## src/rtl/pio_decode_stage.sv

```systemverilog
// Decode/sequencing stage for one PIO state machine: latches an instruction, splits out
// opcode, operands, side-set and delay, then holds fetch off until execution and delay finish.
module pio_decode_stage #(
  parameter int unsigned FIELD_W = 5,
  parameter int unsigned CNT_W   = $clog2(FIELD_W + 1)
) (
  input  logic                clk,
  input  logic                reset_n,
  input  logic                en,
  input  logic                restart,
  input  logic [CNT_W-1:0]    sideset_bits,
  input  logic                sideset_opt,
  input  logic                sideset_pindirs,
  input  logic                in_valid,
  input  logic [FIELD_W+10:0] instr,
  output logic                in_ready,
  input  logic                exec_stall,
  output logic                out_valid,
  output logic [2:0]          op,
  output logic [2:0]          op1,
  output logic [4:0]          op2,
  output logic [FIELD_W-1:0]  side_set,
  output logic                side_set_valid,
  output logic                side_set_pindirs,
  output logic                delay_active,
  output logic [FIELD_W-1:0]  delay_remaining
);

  localparam int unsigned IW = FIELD_W + 11;
  localparam logic [CNT_W:0] FieldWC = (CNT_W + 1)'(FIELD_W);

  typedef enum logic [1:0] {StIdle, StExec, StDelay} state_e;

  state_e             r_state, w_state_next;
  logic [IW-1:0]      r_instr, w_instr_next;
  logic [CNT_W-1:0]   r_bits, w_bits_next;
  logic               r_opt, w_opt_next;
  logic               r_pdir, w_pdir_next;
  logic [FIELD_W-1:0] r_cnt, w_cnt_next;
  logic               r_strobe, w_strobe_next;
  logic               r_armed;

  logic [FIELD_W-1:0] w_field, w_delay, w_side;
  logic [CNT_W:0]     w_sum, w_b, w_t;
  logic               w_en_ss, w_exec, w_dly, w_complete, w_accept;

  // Field decode from the latched configuration; B is clamped so opt + B fits the field.
  always_comb begin
    w_field = r_instr[FIELD_W+7:8];
    w_sum   = {1'b0, r_bits} + {{CNT_W{1'b0}}, r_opt};
    w_b     = (w_sum > FieldWC) ? (FieldWC - {{CNT_W{1'b0}}, r_opt}) : {1'b0, r_bits};
    w_t     = w_b + {{CNT_W{1'b0}}, r_opt};
    w_delay = ({FIELD_W{1'b1}} >> w_t) & w_field;
    w_side  = (w_field >> (FieldWC - w_t)) & ~({FIELD_W{1'b1}} << w_b);
    w_en_ss = (w_b != '0) && (!r_opt || w_field[FIELD_W-1]);
  end

  always_comb begin
    w_exec     = (r_state == StExec);
    w_dly      = (r_state == StDelay);
    w_complete = en && !restart &&
                 ((w_exec && !exec_stall && (w_delay == '0)) ||
                  (w_dly && (r_cnt == FIELD_W'(1))));
    in_ready   = r_armed && en && !restart && ((r_state == StIdle) || w_complete);
    w_accept   = in_ready && in_valid;

    w_state_next  = r_state;
    w_instr_next  = r_instr;
    w_bits_next   = r_bits;
    w_opt_next    = r_opt;
    w_pdir_next   = r_pdir;
    w_cnt_next    = r_cnt;
    w_strobe_next = r_strobe;

    if (restart) begin
      w_state_next  = StIdle;
      w_instr_next  = '0;
      w_bits_next   = '0;
      w_opt_next    = 1'b0;
      w_pdir_next   = 1'b0;
      w_cnt_next    = '0;
      w_strobe_next = 1'b0;
    end else if (en) begin
      unique case (r_state)
        StIdle: ;
        StExec: begin
          w_strobe_next = 1'b0;
          if (!exec_stall && (w_delay != '0)) begin
            w_cnt_next   = w_delay;
            w_state_next = StDelay;
          end else if (!exec_stall) begin
            w_state_next = StIdle;
          end
        end
        StDelay: begin
          w_cnt_next = r_cnt - FIELD_W'(1);
          if (r_cnt == FIELD_W'(1)) w_state_next = StIdle;
        end
        default: w_state_next = StIdle;
      endcase
      if (w_accept) begin
        w_state_next  = StExec;
        w_instr_next  = instr;
        w_bits_next   = sideset_bits;
        w_opt_next    = sideset_opt;
        w_pdir_next   = sideset_pindirs;
        w_strobe_next = 1'b1;
      end
    end
  end

  always_ff @(posedge clk or negedge reset_n) begin
    if (!reset_n) begin
      r_state  <= StIdle;
      r_instr  <= '0;
      r_bits   <= '0;
      r_opt    <= 1'b0;
      r_pdir   <= 1'b0;
      r_cnt    <= '0;
      r_strobe <= 1'b0;
      r_armed  <= 1'b0;
    end else begin
      r_state  <= w_state_next;
      r_instr  <= w_instr_next;
      r_bits   <= w_bits_next;
      r_opt    <= w_opt_next;
      r_pdir   <= w_pdir_next;
      r_cnt    <= w_cnt_next;
      r_strobe <= w_strobe_next;
      r_armed  <= 1'b1;
    end
  end

  // The side-set strobe stays pending until an enabled EXEC cycle consumes it.
  always_comb begin
    out_valid        = w_exec;
    op               = r_instr[IW-1:IW-3];
    op1              = r_instr[7:5];
    op2              = r_instr[4:0];
    side_set         = w_side;
    side_set_valid   = w_exec && r_strobe && w_en_ss && !restart;
    side_set_pindirs = r_pdir;
    delay_active     = w_dly;
    delay_remaining  = r_cnt;
  end

endmodule

```

## config.mk

```make
export PLATFORM = sky130hd
export DESIGN_NAME = pio_decode_stage
export DESIGN_NICKNAME = d
export VERILOG_FILES = /design/src/rtl/pio_decode_stage.sv
export SDC_FILE = /design/constraint.sdc
export NUM_CORES = 1
export LEC_CHECK = 0
export BUFFER_PORTS_ARGS = -buffer_cell sky130_fd_sc_hd__buf_4
export CORE_ASPECT_RATIO = 1.4
export CORE_MARGIN = 3
export CORE_UTILIZATION = 30
export CTS_CLUSTER_DIAMETER = 100
export DETAILED_ROUTE_END_ITERATION = 6
export GPL_TIMING_DRIVEN = 1
export PLACE_DENSITY = 0.52
export SYNTH_ARGS = -nofsm -noshare
export SYNTH_HDL_FRONTEND = slang
export SYNTH_SLANG_ARGS = --single-unit
```

## constraint.sdc

```tcl
create_clock -name clk -period 4.6 [get_ports clk]
set_clock_uncertainty 0.1 [all_clocks]
set_input_delay 1.38 -clock clk [delete_from_list [all_inputs] [get_ports clk]]
set_output_delay 1.38 -clock clk [all_outputs]
set_load 0.02 [all_outputs]
```

### Word level (Yosys, flattened, before mapping)

Cells that the tools add are included.

* output and inout bits: 26
* register bits: 30
* logic and storage cells: 87
* bits of input ports: 27

* add/subtract/negate cells: 5
* bitwise gates (word level): 3
* muxes and demuxes: 28
* reduce and logical (&&, ||, !) cells: 32
* order comparisons: 1
* equal/unequal tests: 7
* shifts and indexed selects: 3

Operator list (number)
* $mux 16: 3
* $mux 5: 3
* $logic_and 1x1->1: 14
* $mux 2: 6
* $and 5x5->5: 2
* $mux 1: 10
* $pmux 5 s2: 1
* $mux 3: 3
* $pmux 2 s3: 1
* $reduce_bool 3->1: 2
* $eq 5x1->1 const B: 1
* $logic_not 5->1: 1
* $ne 5x3->1 const B: 1
* $not 5->5: 1
* $reduce_bool 5->1: 1
* $shl 5x4->5 const A: 1
* $shr 5x4->5: 1
* $shr 5x4->5 const A: 1
* $sub 5x1->5 const B: 1
* $add 3x1->4: 1
* $add 4x1->4: 1
* $gt 4x3->1 const B: 1
* $mux 4: 1
* $ne 4x2->1 const B: 1
* other kinds (14): 20

### Depth between registers and ports, before layout

Gate-level depths: netlist of run 1.

* depth after elaboration: 16
* mapped depth: 18
* mapped depth without buffers: 16

### Worst setup path after synthesis of run 1

Ideal clock, no wire load.

* path type: reg2out
* from: register r_bits[0]
* to: output port in_ready
* data required time: 3.120 ns
* buffers on the path: 1
* arrival: 3.273 ns
* stages on the path, launching flop included: 16
* setup slack: -0.153 ns
* cell sequence: dfrtp_1 -> ha_1 -> ha_1 -> a22oi_1 -> a21oi_1 -> nor2_1 -> a21oi_1 -> ha_1 -> ha_1 -> buf_2 -> nor2b_1 -> or3_1 -> o21ai_1 -> nor2b_4 -> nand2_1 -> a21boi_0

* longest elaborated chain between the ends: 12

RTL lines
* start, declared: RTL line 36 `logic [CNT_W-1:0] r_bits, w_bits_next;`
* start signal, assigned: RTL line 125 `r_bits <= w_bits_next;`
* $add 3x1->4: RTL line 50 `w_sum = {1'b0, r_bits} + {{CNT_W{1'b0}}, r_opt};`
* $gt 4x3->1: RTL line 51 `w_b = (w_sum > FieldWC) ? (FieldWC - {{CNT_W{1'b0}}, r_opt}) : {1'b0, r_bits};`
* $mux 4 (*): RTL line 51
* $add 4x1->4 (*): RTL line 52 `w_t = w_b + {{CNT_W{1'b0}}, r_opt};`
* $shr 5x4->5 (*): RTL line 53 `w_delay = ({FIELD_W{1'b1}} >> w_t) & w_field;`
* $and 5x5->5 (*): RTL line 53
* $logic_not 5->1 (*): RTL line 62 `((w_exec && !exec_stall && (w_delay == '0)) ||`
* $logic_and 1x1->1 (*): RTL line 62
* $logic_or 1x1->1 (*): RTL line 62
* $logic_and 1x1->1 (*): RTL line 61 `w_complete = en && !restart &&`
* $logic_or 1x1->1 (*): RTL line 64 `in_ready = r_armed && en && !restart && ((r_state == StIdle) || w_complete);`
* $logic_and 1x1->1 (*): RTL line 64
* end, declared: RTL line 16 `output logic in_ready,`

Every way passes the cells marked *; elsewhere a longest branch is shown, timed or not.

### Final worst setup path of run 1

Same ends and word-level chain as after synthesis.

==> out/qor.csv, run 1 <==
stage,metric,value,unit
outcome,status,"complete, but fails checks",
outcome,failing checks,setup timing,
layout,synthesis-to-finish area growth,31.98,%
critical_path,"Slowest-stage cell, CP",dfrtp_1,
power,Leak,1.319,nW
placement,final RePlAce weighted congestion,0.8359,
synthesis,"flops & latches, synth",30,
floorplanning,Starting Density,0.3093,
synthesis,Synthesized Nets,246,
global_routing,largest net degree at the start of global routing,31,
drt,final wirelength,5.472,mm
placement,setup slack at placement,35.51,ps
synthesis,yosys warns,0,
global_routing,initial antenna violation count,0,
critical_path,CP top delay family,adder cells,
synthesis,ranking of synthesized cells by area,"dfrtp_1 (35%), mux2_4 (12%), nor2b_1 (6.1%), ha_1 (4.1%), buf_4 (3.8%)",
clock_tree,clock buffer depth,2,
floorplanning,Core Rows,36,
clock_tree,clk sinks,30,
clock_tree,CTS HTree Levels,2,
hold_path,hold path start,r_state[0]$_DFFE_PN0P_,
drt,number of vias per cell,4.742,
synthesis,Mapped Avg Cell Area,10.19,sq um
clock_tree,clock-pin transition on the worst setup and hold timing paths,80,ps
power,peak supply drop,0.1224,mV
synthesis,share of the synthesized area in the top cell type,0.3476,
critical_path,reg2reg setup slack,900,ps
critical_path,Worst Setup Path Type,register to primary output,
synthesis,"area leader, netlist",dfrtp_1,
critical_path,worst path bufs/invs,2,
sta,# setup viols final,3,
global_routing,first-pass GRT wire length,8.852,mm
clock_tree,clock buffer count from CTS,5,
synthesis,Yosys cell types,55,
sta,RSZ-0062 raised after global routing,true,
drt,WL per Instance,14.87,um
synthesis,number of synthesized flops with an enable pin,0,
sta,period utilization,1.017,
layout,share of layout cells above drive strength 1,0.4505,
synthesis,"FFs w/ async S/R, synth",1.000,
synthesis,Most used DFF post-synth,dfrtp_1,
critical_path,Worst Setup End Kind,primary output,
sta,final-report hold violation count,0,
clock_tree,clock root buffer,clkbuf_8,
sta,final setup margin,-78.34,ps
critical_path,worst-path maximum fanout,4,
synthesis,most common library cells after synthesis,"dfrtp_1 (30), nor2b_1 (21), mux2_4 (17)",
floorplanning,Die ar.,0.008267,sq mm
floorplanning,Placeable Area,0.006982,sq mm
sta,worst hold slack,514.2,ps
critical_path,CP Launch Type,register,
critical_path,Worst Setup SP,r_bits[0]$_DFFE_PN0P_,
placement,input/output buffers,52,
synthesis,sequential share of the synthesized area,0.3476,
global_routing,gr ovfl total,0,
floorplanning,Ports,53,
global_routing,vias in the first global route,1845,
hold_path,Hold Crit Class,register to register,
drt,DRC viols,0,
floorplanning,die height,106.4,um
synthesis,most common cell in the netlist,dfrtp_1,
critical_path,crit-path max cell delay,400,ps
layout,Antenna Diode Count,0,
synthesis,Syn Inst Count,212,
sta,Setup TNS,-151.7,ps
power,Power Dens Cells,220.8,mW/mm^2
clock_tree,CTS tree,built,
global_routing,Overall Global Routing Usage,0.1347,
power,total power,629.4,uW
critical_path,critical path cell sequence,ha_2 -> ha_4 -> a22oi_2 -> a21oi_2 -> nor2_1 -> a21oi_2 -> ha_2 -> ha_4 -> buf_6 -> nor2b_4 -> or3_4 -> o21ai_2 -> nor2b_4 -> nand2_1 -> a21boi_1 -> buf_4,
synthesis,Post-Syn Area,0.002160,sq mm
layout,Layout Nets,306,
layout,FILL cells,726,
sta,max frequency,0.2138,GHz
clock_tree,worst skew pair latency,290,ps
drt,DRT iter0 DRCs,73,
drt,TritonRoute pass-1 iters,4,
placement,dpl hpwl,3.823,mm
drt,number of routed nets with antenna violations,0,
flow_run,Max-Cap Viols,0,
sta,Final min period,4678,ps
drt,routed vias,1745,
floorplanning,die width,77.71,um
critical_path,R2R Path Start,r_bits[0]$_DFFE_PN0P_,
critical_path,"Data arrival, critical path",3200,ps
sta,Slew Limit Fails,0,
critical_path,Critical Path RT,3120,ps
==> flip-flops by register name (all words and copies together), names as in the netlist <==
name and cells:
r_instr 16, delay_remaining 5, r_bits 3, r_state 2
r_armed 1, r_opt 1, r_strobe 1, side_set_pindirs 1
==> what timing repair did <==
action,CTS,global route
hold buffers,0,0
pin swaps,9,13
endpoints found under the setup margin,6,4
gates resized for setup,14,4
buffers inserted,7,3
==> cell families after synthesis <==
logic type,Yosys count,share of synthesized area
and+or+nand+nor,75,0.1964
AOI/OAI and AO/OA,42,0.1489
DFF,30,0.3476
buffers and inverters,30,0.09212
muxes,23,0.1477
adders and majority gates,7,0.04055
xor gates and xnor gates,4,0.02492
other,1,0.001736
==> final timing paths <==
kind / to / cells past startpoint
min in group asynchronous: r_armed$_DFF_PN0_ / 1
min: r_state[0]$_DFFE_PN0P_ / 1
max in group asynchronous: r_bits[0]$_DFFE_PN0P_ / 1
max: in_ready / 16
max reg2reg: r_instr[5]$_DFFE_PN0P_ / 16
min reg2reg: r_state[0]$_DFFE_PN0P_ / 1
==> stage by stage <==
stage / cells / utilization / instance area, sq um
3_3_place_gp: 350 / 0.3728 / 2603
2_1_floorplan: 212 / - / 2176
6_report: 368 / 0.4082 / 2850
3_5_place_dp: 350 / 0.3728 / 2603
5_1_grt: 368 / 0.4082 / 2850
4_1_cts: 365 / 0.4029 / 2813
==> placed cells by master (no fill, tap or decap), types with 4 or more instances in the layout <==
cell,n
nor2b_1,20
dfrtp_1,30
buf_4,70
nand2_1,16
nor2_1,13
mux2_4,17
nor3_1,4
inv_1,10
o21ai_0,6
a21oi_1,4
clkbuf_8,5
==> power by group <==
group	internal, mW	switching, mW	total (mW)
Sequential	0.273	0.00839	0.281
Combinational	0.0679	0.0623	0.130
Clock	0.106	0.112	0.218
==> area by class of cell <==
| type | instances | area (sq um) | area share |
|---|---|---|---|
| Timing Repair Buffer | 72 | 548.0 | 0.1923 |
| Inverter | 11 | 41.29 | 0.01449 |
| Tap cell | 95 | 118.9 | 0.04170 |
| Clock inverter | 3 | 21.27 | 0.007463 |
| Clock buffer | 5 | 68.82 | 0.02414 |
| Multi-Input combinational cell | 152 | 1301 | 0.4565 |
| Sequential cell | 30 | 750.7 | 0.2634 |
==> metal layers <==
layer  up-vias  GRT usage  share of wire  routed length (um)
met1       860     0.1579           0.42                2302
met5         -          0              0                   0
met3         5    0.02797          0.029                 158
met4         0    0.04707          0.012                  68
met2        27     0.2396           0.54                2944
li1        853          -              -                   -
(Power assumes the default switching activity.)
==> run 2: changes to the inputs <==
PLACE_DENSITY = 0.57   (was 0.52)
==> run 2 against run 1 <==
  * The run still ends with setup timing left
  * Wire length is 1.2% lower
  * Die area stayed put
  * Combinational power hardly changed
  * Critical path type unchanged
==> out/qor.csv, run 2 (same netlist as run 1, synthesis figures left out) <==
stage,metric,value,unit
drt,TritonRoute pass-1 iters,4,
layout,"commonest non-fill, non-tap cell in the layout",buf_4,
floorplanning,Placeable Area,0.006982,sq mm
drt,DRC viols,0,
hold_path,Hold Crit Class,register to register,
critical_path,Worst Setup SP,r_opt$_DFFE_PN0P_,
critical_path,CP top delay family,adder cells,
floorplanning,die height,106.4,um
drt,number of vias per cell,4.698,
layout,register with the most flip-flops,r_instr,
global_routing,gr ovfl total,0,
layout,share of layout cells above drive strength 1,0.4706,
critical_path,R2R Path Start,r_opt$_DFFE_PN0P_,
placement,input/output buffers,52,
critical_path,CP Launch Type,register,
placement,dpl hpwl,3.786,mm
sta,worst hold slack,503.6,ps
sta,max frequency,0.2152,GHz
clock_tree,clock root buffer,clkbuf_8,
layout,synthesis-to-finish area growth,33.89,%
critical_path,cells on worst reg2reg path,16,
drt,number of routed nets with antenna violations,0,
floorplanning,Die ar.,0.008267,sq mm
power,Power Dens Cells,221.3,mW/mm^2
clock_tree,CTS HTree Levels,2,
clock_tree,clk sinks,30,
layout,max reg flops,16,
layout,Antenna Diode Count,0,
clock_tree,worst skew pair latency,280,ps
clock_tree,# hold bufs at CTS,0,
critical_path,Worst Setup Path Type,register to primary output,
layout,most frequent cells in the layout,"buf_4 (67), dfrtp_1 (30), nor2b_1 (19)",
critical_path,worst path bufs/invs,2,
power,Leak,1.326,nW
power,peak supply drop,0.1236,mV
placement,DP Area,0.002592,sq mm
floorplanning,die width,77.71,um
critical_path,"Data arrival, critical path",3170,ps
critical_path,crit-path max cell delay,380,ps
sta,Final min period,4647,ps
floorplanning,Ports,53,
critical_path,worst-path maximum fanout,3,
global_routing,initial antenna violation count,0,
sta,final setup margin,-46.84,ps
global_routing,first-pass GRT wire length,8.866,mm
critical_path,critical path cell sequence,ha_2 -> ha_4 -> a21oi_2 -> a21oi_2 -> nor2_1 -> a21oi_2 -> ha_2 -> ha_4 -> buf_12 -> nor2b_4 -> or3_4 -> o21ai_2 -> nor2b_4 -> nand2_1 -> a21boi_1 -> buf_4,
drt,routed vias,1724,
outcome,failing checks,setup timing,
global_routing,vias in the first global route,1748,
critical_path,RR Endpoint,r_instr[5]$_DFFE_PN0P_,
clock_tree,CTS tree,built,
sta,Slew Limit Fails,0,
placement,final RePlAce weighted congestion,0.8249,
layout,Layout Nets,305,
global_routing,largest net degree at the start of global routing,31,
layout,Layout Utilization,0.4142,
critical_path,CP most frequent cell,a21oi_2,
hold_path,number of cells on the worst hold path,2,
clock_tree,clock-pin transition on the worst setup and hold timing paths,70,ps
sta,RSZ-0062 raised after global routing,true,
sta,final-report hold violation count,0,
critical_path,reg2reg setup slack,900,ps
critical_path,Critical Path RT,3120,ps
sta,Setup TNS,-46.84,ps
clock_tree,clock buffer depth,2,
drt,DRT iter0 DRCs,119,
drt,final wirelength,5.404,mm
drt,WL per Instance,14.72,um
outcome,status,"complete, but fails checks",
layout,fin area,0.002892,sq mm
hold_path,hold path start,delay_remaining[1]$_DFFE_PN0P_,
clock_tree,clock buffer count from CTS,5,
sta,period utilization,1.010,
global_routing,Overall Global Routing Usage,0.1364,
power,total power,639.9,uW
floorplanning,Starting Density,0.3093,
flow_run,Max-Cap Viols,0,
floorplanning,Core Rows,36,
critical_path,Worst path depth,16,
critical_path,"Slowest-stage cell, CP",dfrtp_1,
critical_path,Worst Setup End Kind,primary output,
hold_path,worst hold endpoint,delay_remaining[1]$_DFFE_PN0P_,
sta,# setup viols final,1,
run 2: cell count changes in the layout (fill, tap and decap cells not counted), sizes merged:
cell and delta:
clkinvlp -1, buf -1, clkinv -1, clkbuf +2
run 2: worst max path at each step:
stage	end	slack [ps]
6_report	in_ready	-50
5_1_grt	in_ready	-180
4_1_cts	in_ready	-30
3_5_place_dp	side_set[0]	-20
3_3_place_gp	side_set[0]	80
2_1_floorplan	side_set[0]	70
run 2: through the flow:
stage | std cells | worst slack (ps)
6_report | 367 | -46.84
5_1_grt | 367 | -181.7
4_1_cts | 360 | -25.91
3_5_place_dp | 347 | -23.08
3_3_place_gp | 347 | 78.61
2_1_floorplan | 212 | 65.50
run 2: per-layer routing:
metal | wire length, um | track usage | part of all wire
met5 | 0 | 0 | 0
met4 | 119 | 0.05725 | 0.022
met3 | 164 | 0.02203 | 0.030
met2 | 2886 | 0.2396 | 0.53
met1 | 2233 | 0.1623 | 0.41
run 2: layout make-up:
type | instances | area [sq um]
clock buffers | 7 | 86.33
clock inverters | 1 | 5.005
fillers | 704 | 4090
inverters | 11 | 41.29
multi-input cells | 152 | 1333
flip-flops and latches | 30 | 750.7
well taps | 95 | 118.9
repair buffers | 71 | 556.8
run 2: worst reg2reg max path: cells and delay by family (launching register included):
kind / cells / cell delay [ps]
AO/OA/AOI/OAI: 5 / 860
flip-flops: 1 / 380
AND/OR/NAND/NOR: 4 / 650
adder cells (fa/ha/maj): 4 / 950
multiplexers: 1 / 400
buffers and inverters: 2 / 240
run 2: power by group:
group	leakage (nW)	switching, mW	internal [mW]	total [mW]
Clock	0.0482	0.105	0.121	0.226
Combinational	0.866	0.0633	0.0694	0.133
Sequential	0.411	0.00839	0.273	0.281
run 2: timing repair:
item / CTS / global route
pin swaps: 4 / 15
endpoints found under the setup margin: 6 / 6
gates cloned: 0 / 0
setup buffers: 5 / 7
gates resized for setup: 12 / 15
==> run 3: changes to the inputs <==
CORE_UTILIZATION = 40   (was 30)
PLACE_DENSITY = 0.7   (was 0.57)
==> run 3 against run 2 <==
  * The flow now finishes without violations
  * Wire length decreased by 6.5%
  * Die area decreased by 23%
  * Highest routed layer unchanged
  * Final area decreased by 5.0%
  * Critical path depth decreased by 1
  * Total power decreased by 5.8%
  * Maximum frequency increased by 1.3%
  * Non-clock buffer count decreased by 7
  * Critical path type unchanged
  * Via count decreased by 0.81%
  * Clock power decreased by 12%
  * First-iteration DRC count decreased by 26%
==> out/qor.csv, run 3 (same netlist as run 1, synthesis figures left out) <==
stage,metric,value,unit
critical_path,CP top delay family,adder cells,
critical_path,"Data arrival, critical path",3110,ps
drt,final wirelength,5.054,mm
sta,Setup TNS,0,ps
placement,dpl hpwl,3.569,mm
sta,# setup viols final,0,
placement,# placed instances,320,
critical_path,worst path bufs/invs,3,
clock_tree,clock buffer depth,2,
sta,pin slew with the least headroom to its limit,498.8,ps
layout,Antenna Diode Count,0,
drt,WL per Instance,15.32,um
power,total power,602.7,uW
clock_tree,clock root buffer,clkbuf_8,
drt,DRT iter0 DRCs,88,
critical_path,Worst Setup Path Type,register to primary output,
placement,setup slack at placement,33.92,ps
clock_tree,worst skew pair latency,280,ps
critical_path,worst-path maximum fanout,4,
placement,input/output buffers,52,
flow_run,Max-Cap Viols,0,
floorplanning,die width,68.10,um
critical_path,Worst Setup End Kind,primary output,
critical_path,Critical Path RT,3120,ps
clock_tree,clk sinks,30,
layout,"commonest non-fill, non-tap cell in the layout",buf_4,
power,Power Dens Cells,219.5,mW/mm^2
floorplanning,Core Rows,31,
floorplanning,Die ar.,0.006329,sq mm
global_routing,Overall Global Routing Usage,0.1730,
sta,Worst slew margin,0.6639,
critical_path,crit-path max cell delay,410,ps
floorplanning,Placeable Area,0.005197,sq mm
power,peak supply drop,0.1559,mV
drt,TritonRoute pass-1 iters,4,
clock_tree,clock buffer count from CTS,5,
sta,final setup margin,14.59,ps
layout,Layout Nets,298,
drt,DRC viols,0,
global_routing,first-pass GRT wire length,8.328,mm
outcome,status,"finished, final reports clean",
clock_tree,clock-pin transition on the worst setup and hold timing paths,60,ps
clock_tree,CTS HTree Levels,2,
layout,Layout Utilization,0.5284,
critical_path,"Slowest-stage cell, CP",dfrtp_1,
critical_path,critical path cell sequence,ha_4 -> ha_4 -> a22oi_2 -> a21oi_2 -> nor2_1 -> a21oi_2 -> ha_2 -> ha_4 -> inv_2 -> ha_4 -> buf_4 -> a22oi_1 -> a311oi_1 -> and2_2 -> buf_4,
floorplanning,die height,92.94,um
critical_path,CP most frequent cell,ha_4,
clock_tree,CTS tree,built,
global_routing,gr ovfl total,0,
placement,final RePlAce weighted congestion,0.8333,
global_routing,vias in the first global route,1765,
drt,routed vias,1710,
layout,share of layout cells above drive strength 1,0.4280,
global_routing,largest net degree at the start of global routing,31,
sta,max frequency,0.2181,GHz
floorplanning,Ports,53,
layout,most frequent cells in the layout,"buf_4 (62), dfrtp_1 (30), nor2b_1 (20)",
global_routing,initial antenna violation count,0,
hold_path,Hold Crit Class,register to register,
layout,synthesis-to-finish area growth,27.17,%
floorplanning,Starting Density,0.4155,
sta,Slew Limit Fails,0,
layout,max reg flops,16,
layout,"non-filler cells, final",330,
power,Leak,1.273,nW
layout,register with the most flip-flops,r_instr,
sta,period utilization,0.9968,
sta,Final min period,4585,ps
drt,number of vias per cell,5.182,
drt,number of routed nets with antenna violations,0,
sta,RSZ-0062 raised after global routing,true,
critical_path,CP Launch Type,register,
sta,final-report hold violation count,0,
## run 3: changes by cell type in the layout (fill, tap and decap cells not counted), sizes merged
| cell | change |
|---|---|
| clkinv | -1 |
| buf | -7 |
## run 3: path summary, 6_finish.rpt
check / start / endpoint / slack, ps / depth (start not counted)
max in group asynchronous: reset_n / r_state[0]$_DFFE_PN0P_ / 3190 / 1
min: delay_remaining[4]$_DFFE_PN0P_ / delay_remaining[4]$_DFFE_PN0P_ / 520 / 2
max: r_bits[0]$_DFFE_PN0P_ / side_set[0] / 10 / 15
min reg2reg: delay_remaining[4]$_DFFE_PN0P_ / delay_remaining[4]$_DFFE_PN0P_ / 520 / 2
min in group asynchronous: reset_n / r_instr[13]$_DFFE_PN0P_ / 920 / 1
max reg2reg: r_bits[0]$_DFFE_PN0P_ / r_instr[4]$_DFFE_PN0P_ / 1060 / 15
## run 3: worst reg2reg max path: stages (launching register included)
cell	delay [ps]
dfrtp_1	410
ha_4	180
ha_4	230
a22oi_2	170
a21oi_2	90
nor2_1	120
a21oi_2	50
ha_2	190
ha_4	290
nor2b_2	50
or3_1	320
o21ai_1	130
nor2b_4	160
buf_4	130
a2bb2o_4	400
mux2_2	390
## run 3: routing by layer
| metal | vias up | track usage | part of all wire |
|---|---|---|---|
| met5 | - | 0 | 0 |
| met4 | 0 | 0.06468 | 0.018 |
| met3 | 5 | 0.03398 | 0.048 |
| met2 | 43 | 0.2808 | 0.52 |
| met1 | 825 | 0.2217 | 0.42 |
| li1 | 837 | - | - |
## run 3: final cells by class
type | count | area (sq um)
multi-input combinational | 152 | 1308
inverter | 11 | 41.29
clock buffer | 7 | 76.32
sequential | 30 | 750.7
tap | 66 | 82.58
timing repair buffer | 64 | 488.0
fill | 505 | 2451
## run 3: through the flow
stage | instance area (sq um) | hold WS, ps
2_1_floorplan | 2176 | 451.2
3_3_place_gp | 2559 | 476.6
3_5_place_dp | 2559 | 499.3
4_1_cts | 2689 | 520.0
5_1_grt | 2746 | 543.1
6_report | 2746 | 515.9
## run 3: power by group
group / internal (mW) / total [mW] / switching, mW
logic: 0.0630 / 0.123 / 0.0599
clock network: 0.104 / 0.198 / 0.0942
registers: 0.273 / 0.282 / 0.00867
total: 0.440 / 0.603 / 0.163
## run 3: what timing repair did
action	CTS	global route
setup buffers	1	2
resized for setup	11	8
pin swaps	2	5
hold buffers	0	0
endpoints found under the setup margin	5	6
